$ cat src/rtl/frame_counter_if.sv
// Register-side and strobe-side signals of the APU frame sequencer.
// The CPU side drives through master; the sequencer uses slave.
interface frame_counter_if;
    logic [7:0] reg_4017;
    logic       reg_event;
    logic       status_read;
    logic       enable_240hz;
    logic       enable_120hz;
    logic       frame_irq;
    logic [2:0] frame_step;

    modport master (
        output reg_4017, reg_event, status_read,
        input  enable_240hz, enable_120hz, frame_irq, frame_step
    );

    modport slave (
        input  reg_4017, reg_event, status_read,
        output enable_240hz, enable_120hz, frame_irq, frame_step
    );
endinterface

$ cat src/rtl/frame_counter.sv
// APU frame sequencer: turns the APU clock into quarter-frame / half-frame
// strobes and the 4-step frame interrupt, programmed through $4017.
module frame_counter #(
    parameter int unsigned STEP_CYCLES = 7457
) (
    input  logic            clk,
    input  logic            rst,
    frame_counter_if.slave  bus
);
    typedef enum logic [2:0] {STEP0, STEP1, STEP2, STEP3, STEP4} step_e;

    localparam logic [15:0] LAST = 16'(STEP_CYCLES - 1);

    logic [15:0] divider;
    step_e       step, step_nxt;
    logic        mode_5, inhibit;
    logic        q_r, h_r, irq_r;
    logic        q_nxt, h_nxt, irq_set;
    logic        terminal;

    // Only the mode and inhibit bits of $4017 matter here.
    logic unused_bits;
    assign unused_bits = ^bus.reg_4017[5:0];

    assign terminal = (divider == LAST);

    // State register.
    // NOTE: every sequential block uses non-blocking assignments so all registers
    // see the pre-edge values of their neighbours, regardless of block order.
    always_ff @(posedge clk or posedge rst) begin
        if (rst) step <= STEP0;
        else     step <= step_nxt;
    end

    // Next-state: a $4017 write restarts the sequence and discards any pending step.
    always_comb begin
        step_nxt = step;
        if (bus.reg_event) begin
            step_nxt = STEP0;
        end else if (terminal) begin
            case (step)
                STEP0:   step_nxt = STEP1;
                STEP1:   step_nxt = STEP2;
                STEP2:   step_nxt = STEP3;
                STEP3:   step_nxt = mode_5 ? STEP4 : STEP0;
                default: step_nxt = STEP0;
            endcase
        end
    end

    // Output decode: strobes to be registered on this edge.
    // NOTE: all outputs get a default first so no path leaves them unassigned (no latches).
    always_comb begin
        q_nxt   = 1'b0;
        h_nxt   = 1'b0;
        irq_set = 1'b0;
        if (bus.reg_event) begin
            // Switching into 5-step mode clocks a quarter and half frame at once.
            q_nxt = bus.reg_4017[7];
            h_nxt = bus.reg_4017[7];
        end else if (terminal) begin
            case (step)
                STEP0, STEP2: q_nxt = 1'b1;
                STEP1, STEP4: begin
                    q_nxt = 1'b1;
                    h_nxt = 1'b1;
                end
                STEP3: if (!mode_5) begin
                    q_nxt   = 1'b1;
                    h_nxt   = 1'b1;
                    irq_set = !inhibit;
                end
                default: ;
            endcase
        end
    end

    // Divider, programmed mode bits and registered outputs.
    always_ff @(posedge clk or posedge rst) begin
        if (rst) begin
            divider <= '0;
            mode_5  <= 1'b0;
            inhibit <= 1'b0;
            q_r     <= 1'b0;
            h_r     <= 1'b0;
            irq_r   <= 1'b0;
        end else begin
            q_r <= q_nxt;
            h_r <= h_nxt;
            if (bus.reg_event) begin
                mode_5  <= bus.reg_4017[7];
                inhibit <= bus.reg_4017[6];
                divider <= '0;
            end else if (terminal) begin
                divider <= '0;
            end else begin
                divider <= divider + 16'd1;
            end
            // Inhibit write clears first, then a step-3 set, then a status read.
            if (bus.reg_event && bus.reg_4017[6]) irq_r <= 1'b0;
            else if (irq_set)                     irq_r <= 1'b1;
            else if (bus.status_read)             irq_r <= 1'b0;
        end
    end

    assign bus.enable_240hz = q_r;
    assign bus.enable_120hz = h_r;
    assign bus.frame_irq    = irq_r;
    assign bus.frame_step   = step;
endmodule

$ cat src/flat_wrapper.sv
// flat-port wrapper written by rule: the top's interface ports become plain ports
module frame_counter_flat 
#(
    parameter int unsigned STEP_CYCLES = 7457
)
  (clk, rst, bus_reg_4017, bus_reg_event, bus_status_read, bus_enable_240hz, bus_enable_120hz, bus_frame_irq, bus_frame_step);
  frame_counter_if bus_i ();
  input  logic clk;
  input  logic rst;
  input wire logic [$bits(bus_i.reg_4017)-1:0] bus_reg_4017;
  input wire logic [$bits(bus_i.reg_event)-1:0] bus_reg_event;
  input wire logic [$bits(bus_i.status_read)-1:0] bus_status_read;
  output wire logic [$bits(bus_i.enable_240hz)-1:0] bus_enable_240hz;
  output wire logic [$bits(bus_i.enable_120hz)-1:0] bus_enable_120hz;
  output wire logic [$bits(bus_i.frame_irq)-1:0] bus_frame_irq;
  output wire logic [$bits(bus_i.frame_step)-1:0] bus_frame_step;
  assign bus_i.reg_4017 = bus_reg_4017;
  assign bus_i.reg_event = bus_reg_event;
  assign bus_i.status_read = bus_status_read;
  assign bus_enable_240hz = bus_i.enable_240hz;
  assign bus_enable_120hz = bus_i.enable_120hz;
  assign bus_frame_irq = bus_i.frame_irq;
  assign bus_frame_step = bus_i.frame_step;
  frame_counter #(.STEP_CYCLES(STEP_CYCLES)) u_core (.clk(clk), .rst(rst), .bus(bus_i));
endmodule
$ cat config.mk
export PLATFORM = sky130hd
export DESIGN_NAME = frame_counter_flat
export DESIGN_NICKNAME = d
export VERILOG_FILES = /design/src/rtl/frame_counter_if.sv /design/src/rtl/frame_counter.sv /design/src/flat_wrapper.sv
export SDC_FILE = /design/constraint.sdc
export NUM_CORES = 1
export LEC_CHECK = 0
export CAP_MARGIN = 25
export CORE_MARGIN = 4
export CORE_UTILIZATION = 40
export CTS_BUF_LIST = sky130_fd_sc_hd__clkbuf_4 sky130_fd_sc_hd__clkbuf_8 sky130_fd_sc_hd__clkbuf_16
export CTS_CLUSTER_SIZE = 24
export DETAILED_ROUTE_END_ITERATION = 12
export SYNTH_ARGS = -nofsm -noshare
export SYNTH_HDL_FRONTEND = slang
export SYNTH_SLANG_ARGS = --single-unit
$ cat constraint.sdc
create_clock -name clk -period 1.85 [get_ports clk]
set_input_delay 0.37 -clock clk [delete_from_list [all_inputs] [get_ports clk]]
set_output_delay 0.37 -clock clk [all_outputs]
set_load 0.1 [all_outputs]
==> out/qor.yml <==
run_status: "finished, final reports clean"
crit_path_start: "u_core.divider[1]"
firstDrtPassIters: 4
met1_usage_pct: 15.6
num_antenna_cells: 0
seqPwrFrac_pct: 59.4
max_stage_delay_ps: 510
synthCells: 120
h-tree-depth: 1
power-per-cell-area_mw_per_mm2: 621
clock_latency_ps: 310
async_flop_share_pct: 100
die_area_mm2: 0.00393
power.share.clock_pct: 29.9
area_growth_pct: 24.0
synth_flop_cell: "dfrtp_1"
r2r-start: "u_core.divider[1]"
fp.dieW_um: 62.7
num_rows: 19
yosysWarnings: 0
fmax_ghz: 0.569
io-pin-count: 18
grt_max_degree: 17
clock-sinks: 24
core-area_mm2: 0.00281
clk_pin_slew_ps: 130
p_switching_mw: 0.220
drv_slew: 0
grtUsageMet3_pct: 4.32
cp_num_buf_inv: 1
hold_viol: 0
syn_avg_cell_area_um2: 9.96
start_kind: "flip-flop"
regArea_um2: 601
pwr-share-comb_pct: 10.7
gr-total-overflow: 0
vdd_drop_max_mv: 0.473
totalWireLength_um: 2240
start_util_pct: 42.6
max-clock-path-buffers: 2
power.internal_mw: 0.699
grtUsageTotal_pct: 13.3
synthesis.nets: 134
synthDistinctLibCells: 31
cap_viol_max_count: 0
via_count: 894
final.period_utilization_pct: 94.9
grt.busiest_layer: "met2"
critPathKind: "flip-flop to flip-flop"
finalNetCount: 151
hp-class: "input pin to async pin"
setup_viol: 0
use_met2_pct: 23.4
ys_seq_area_share_pct: 50.3
instances_no_fill: 167
antenna_found_initial: 0
crit_path_top_delay_cell: "or4_1"
leakage_nw: 0.666
clock_skew_ps: 3.29
cp.arrival_ps: 2010
grt_first_pass_wirelength_um: 4230
drive_gt1_share_pct: 18.4
swShare_pct: 24.0
period_needed_ps: 1760
relSlewSlack_pct: 75.5
power_mw: 0.920
rsz0062_at_grt: "false"
netlist_area_mm2: 0.00119
multi_input_area_um2: 553
wl_per_cell_um: 13.4
gp_congestion: 0.744
fin_tns_setup_ps: 0
critPathRequiredTime_ps: 2100
cts_tree: "built"
cts_buffers: 3
cp-end-kind: "flip-flop"
synth_edf_count: 0
drt_iter0_drc: 52
nFillCells: 271
dp.cells: 161
path_max_fanout: 5
worstPathCellList: "inv_1, ha_1, nor4b_4, nand4_2, or4_1, a21oi_1"
final_antenna_net_count: 0
vias_per_cell: 5.35
drc: 0
cts_hold_buffers: 0
synth-seq-cells: 24
clock-root-buffer: "clkbuf_4"
worst_slew_pin_slew_ps: 368
path_delay_family: "simple AND/OR/NAND/NOR gates"
io_buffers: 11
dp_hpwl_um: 1620
die_h_um: 62.7
grt_pass1_vias: 974
==> layout make-up <==
class                      instances  share of cell area, %
sequential                        24                   40.5
multi-input combinational         83                   37.3
timing repair buffer              19                   15.5
tap                               31                   2.62
clock buffer                       4                   2.45
inverter                           6                   1.52
==> flip-flops by register name (all words and copies together), names as in the netlist <==
register,count
u_core.bus.enable_120hz,1
u_core.bus.enable_240hz,1
u_core.bus.frame_irq,1
u_core.bus.frame_step,3
u_core.divider,16
u_core.inhibit,1
u_core.mode_5,1
==> timing repair <==
action,CTS,global route
resized for setup,0,1
buffers inserted,0,2
setup endpoints to repair,0,2
==> routing by layer <==
layer	wire length, um	vias up
met5	0	-
met4	13	0
met3	68	2
met2	1130	14
met1	1020	438
li1	-	440
==> through the flow <==
stage	cell area, um2	setup slack, ps	hold WS, ps	util (%)
2_1_floorplan	1190	34.6	385	-
3_3_place_gp	1420	118	499	50.7
3_5_place_dp	1420	52.8	506	50.7
4_1_cts	1460	29.2	307	52.0
5_1_grt	1480	8.91	323	52.8
6_report	1480	93.8	312	52.8
==> cells in the mapped netlist (all sizes together) (2+ instances only) <==
cell     n  area [um2]
ha       2        25.0
dfrtp   24         601
nand4    8        56.3
xor2    13         114
a21oi    3        15.0
and3     3        20.0
nand3    4        20.0
nand2b   2        12.5
and2     2        12.5
or4      2        15.0
o21ai    4        20.0
clkbuf   6        22.5
nand2    6        22.5
nor2    19        71.3
inv      6        22.5
o31ai    2        15.0
and4     3        27.5
==> cells in the final DEF, fill, tap and decap left out <==
cell             Yosys  routed
nor3_1               1       1
inv_1                6       6
and3_1               2       2
and4_2               1       1
nand2_1              6       6
nand3_1              4       4
buf_4                0       8
o21ai_0              4       4
o31ai_1              2       2
nand4_2              1       1
and2_1               2       2
nand4_1              7       7
a21boi_0             1       1
or4_1                2       2
nor4_2               1       1
clkbuf_8             0       1
buf_12               0       6
xnor2_1              1       1
clkbuf_4             0       3
nand3b_1             1       1
and4bb_2             1       1
a21oi_1              3       3
xor2_1              13      13
mux2_2               1       1
a22oi_1              1       1
and3_2               1       1
nor4b_4              0       1
dfrtp_1             24      24
and4_1               2       2
mux2i_1              1       1
nor2_1              19      19
nand2b_1             2       2
clkdlybuf4s50_1      0       5
ha_1                 2       2
==> power by group through the flow <==
stage / sequential [mW] / combinational [mW] / clock [mW]
2_1_floorplan: 0.570 / 0.0412 / 0
3_3_place_gp: 0.555 / 0.0947 / 0
3_5_place_dp: 0.556 / 0.0973 / 0
4_1_cts: 0.546 / 0.0975 / 0.298
5_1_grt: 0.548 / 0.108 / 0.324
6_report: 0.546 / 0.0984 / 0.275
==> kinds of logic after synthesis <==
kind of cell | after synthesis | share of synthesized area, %
simple gates | 54 | 26.0
flops | 24 | 50.3
xor+xnor | 14 | 10.3
buf+inv | 13 | 4.19
compound gates | 11 | 5.44
mux | 2 | 1.78
fa+ha+maj | 2 | 2.09
==> worst register-to-register path, delay by kind of cell (launching register included) <==
kind,cells,cell delay [ps]
AO/OA/AOI/OAI,1,150
adder cells (fa/ha/maj),1,130
buffers and inverters,1,70
flip-flops,1,440
AND/OR/NAND/NOR,3,910
==> final timing paths <==
check                                            to  slack [ps]  depth (start not counted)
max in group asynchronous            u_core.inhibit        1090                          3
min in group clk                     u_core.inhibit         530                          1
max reg2reg                u_core.bus.frame_step[2]          90                          6
min reg2reg                          u_core.inhibit         530                          1
min                               u_core.divider[6]         310                          2
max                        u_core.bus.frame_step[2]          90                          6
Note: power is estimated with default switching activity, not from simulation.
==> edit: new RTL, same settings <==
Reset style: synchronous (`rst`), changed in 2 clocked blocks.
--- a/src/rtl/frame_counter.sv
+++ b/src/rtl/frame_counter.sv
@@ -27,7 +27,7 @@
     // State register.
     // NOTE: every sequential block uses non-blocking assignments so all registers
     // see the pre-edge values of their neighbours, regardless of block order.
-    always_ff @(posedge clk or posedge rst) begin
+    always_ff @(posedge clk) begin
         if (rst) step <= STEP0;
         else     step <= step_nxt;
     end
@@ -76,7 +76,7 @@
     end
 
     // Divider, programmed mode bits and registered outputs.
-    always_ff @(posedge clk or posedge rst) begin
+    always_ff @(posedge clk) begin
         if (rst) begin
             divider <= '0;
             mode_5  <= 1'b0;
Check against the original RTL: differs if rst is asserted again (counterexample within 4 cycles, from zero or initial values and one cycle with rst high); with rst held inactive, the same outputs for 10 cycles.
==> edit against the original RTL <==
Cell count rose by 4.2%; sequential cell count did not move; design area fell by 5.2%; clock skew rose by 7.0 ps; hold slack improved by 200 ps; routed wire length fell by 4.9%; highest routed layer unchanged; worst setup slack improved by 47 ps; non-clock buffer count fell by 3; combinational power fell by 43%; area after synthesis fell by 4.4%; power rose by 4.7%; critical endpoint is now u_core.bus.enable_240hz$_SDFF_PP0_; clock power rose by 38%.
==> edit: results <==
[status]
status = finished clean

[synth]
async_reset_ff_share_pct = 0
yosys_most_used_dff = dfxtp_1
synthesis.nets = 140
syn_area_per_cell_um2 = 9.066
synth_commonest_cells = dfxtp_1, nor2_1, xnor2_1
synth_seq_area_share_pct = 42.06
yosys_warnings = 0

[global_routing]
grt_pass1_wl_mm = 3.684
grt_usage_pct = 13.34
grt_max_degree = 16

[timing]
hold-worst-slack_ps = 513.0
finClkSkew_ps = 10.28

[placed_design]
dpl.cell_count = 170
gp_congestion = 0.7405
hpwl_mm = 1.584
placed_cell_area_mm2 = 0.001353
pre_cts_slack_ps = 146.4

[critical_path]
path_max_fanout = 7
reg2reg_to = u_core.bus.enable_240hz$_SDFF_PP0_
critPathLaunch = u_core.divider[0]$_SDFF_PP0_
regToRegSetupSlack_ps = 140

[power_and_ir_drop]
p_sw_share_pct = 20.54
combPwrFrac_pct = 5.8
seq-power_mw = 0.528
worst_ir_drop_vdd_v = 0.0006457
finalPower_mw = 0.9632

[detailed_routing]
wl_per_cell_um = 12.25
drt_wl_total_mm = 2.131
drtIter0Drc = 48
via_per_inst = 5.052

[finish]
drive_above_1_share_pct = 18.88
fill_cells = 254

[min_path]
hp-class = register to register
-- edit: cell count changes after synthesis, sizes merged, moves of 5 or more --
cell / unedited run / this run
dfrtp: 24 / 0
xnor2: 1 / 12
xor2: 13 / 1
dfxtp: 0 / 24
nand4: 8 / 3
-- edit: cell type report --
type                            instances  area share [%]
Clock buffer                            3           1.603
Clock inverter                          1           2.137
Inverter                                7           1.870
Multi-Input combinational cell         92           44.35
Sequential cell                        24           34.28
Tap cell                               31           2.760
Timing Repair Buffer                   16           13.00
-- edit: per-layer routing --
| metal | track usage [%] | up-vias | wire (um) |
|---|---|---|---|
| li1 | - | 467 | - |
| met1 | 16.67 | 400 | 1058 |
| met2 | 20.39 | 7 | 969 |
| met3 | 5.451 | 5 | 67 |
| met4 | 5.455 | 0 | 35 |
| met5 | 0 | - | 0 |
-- edit: worst max-delay path, stage by stage (launching register included) --
cell and delay (ps):
dfxtp_1 370, inv_1 70, ha_1 140, nor4b_4 240, nand4_4 180, or3_2 470
a21oi_1 160
-- edit: worst max path at each step --
stage / end / slack (ps) / depth (start not counted)
final: u_core.bus.enable_240hz$_SDFF_PP0_ / 140 / 6
after global routing: u_core.bus.enable_240hz$_SDFF_PP0_ / 40 / 6
after CTS: u_core.bus.enable_240hz$_SDFF_PP0_ / 120 / 6
after detailed placement: u_core.bus.enable_240hz$_SDFF_PP0_ / 150 / 6
after global placement: u_core.bus.frame_irq$_SDFFE_PP0P_ / 180 / 6
after floorplan: u_core.bus.frame_step[2]$_SDFFE_PP0P_ / 30 / 3
-- edit: cells by family (layout without fill, tap and decap cells) --
group	Yosys count	after routing	synth area share [%]
flops	24	24	42.06
xor+xnor	13	13	9.967
compound gates	12	12	6.134
mux	3	3	2.629
buf+inv	10	27	3.396
fa+ha+maj	2	2	2.190
simple gates	62	62	33.63
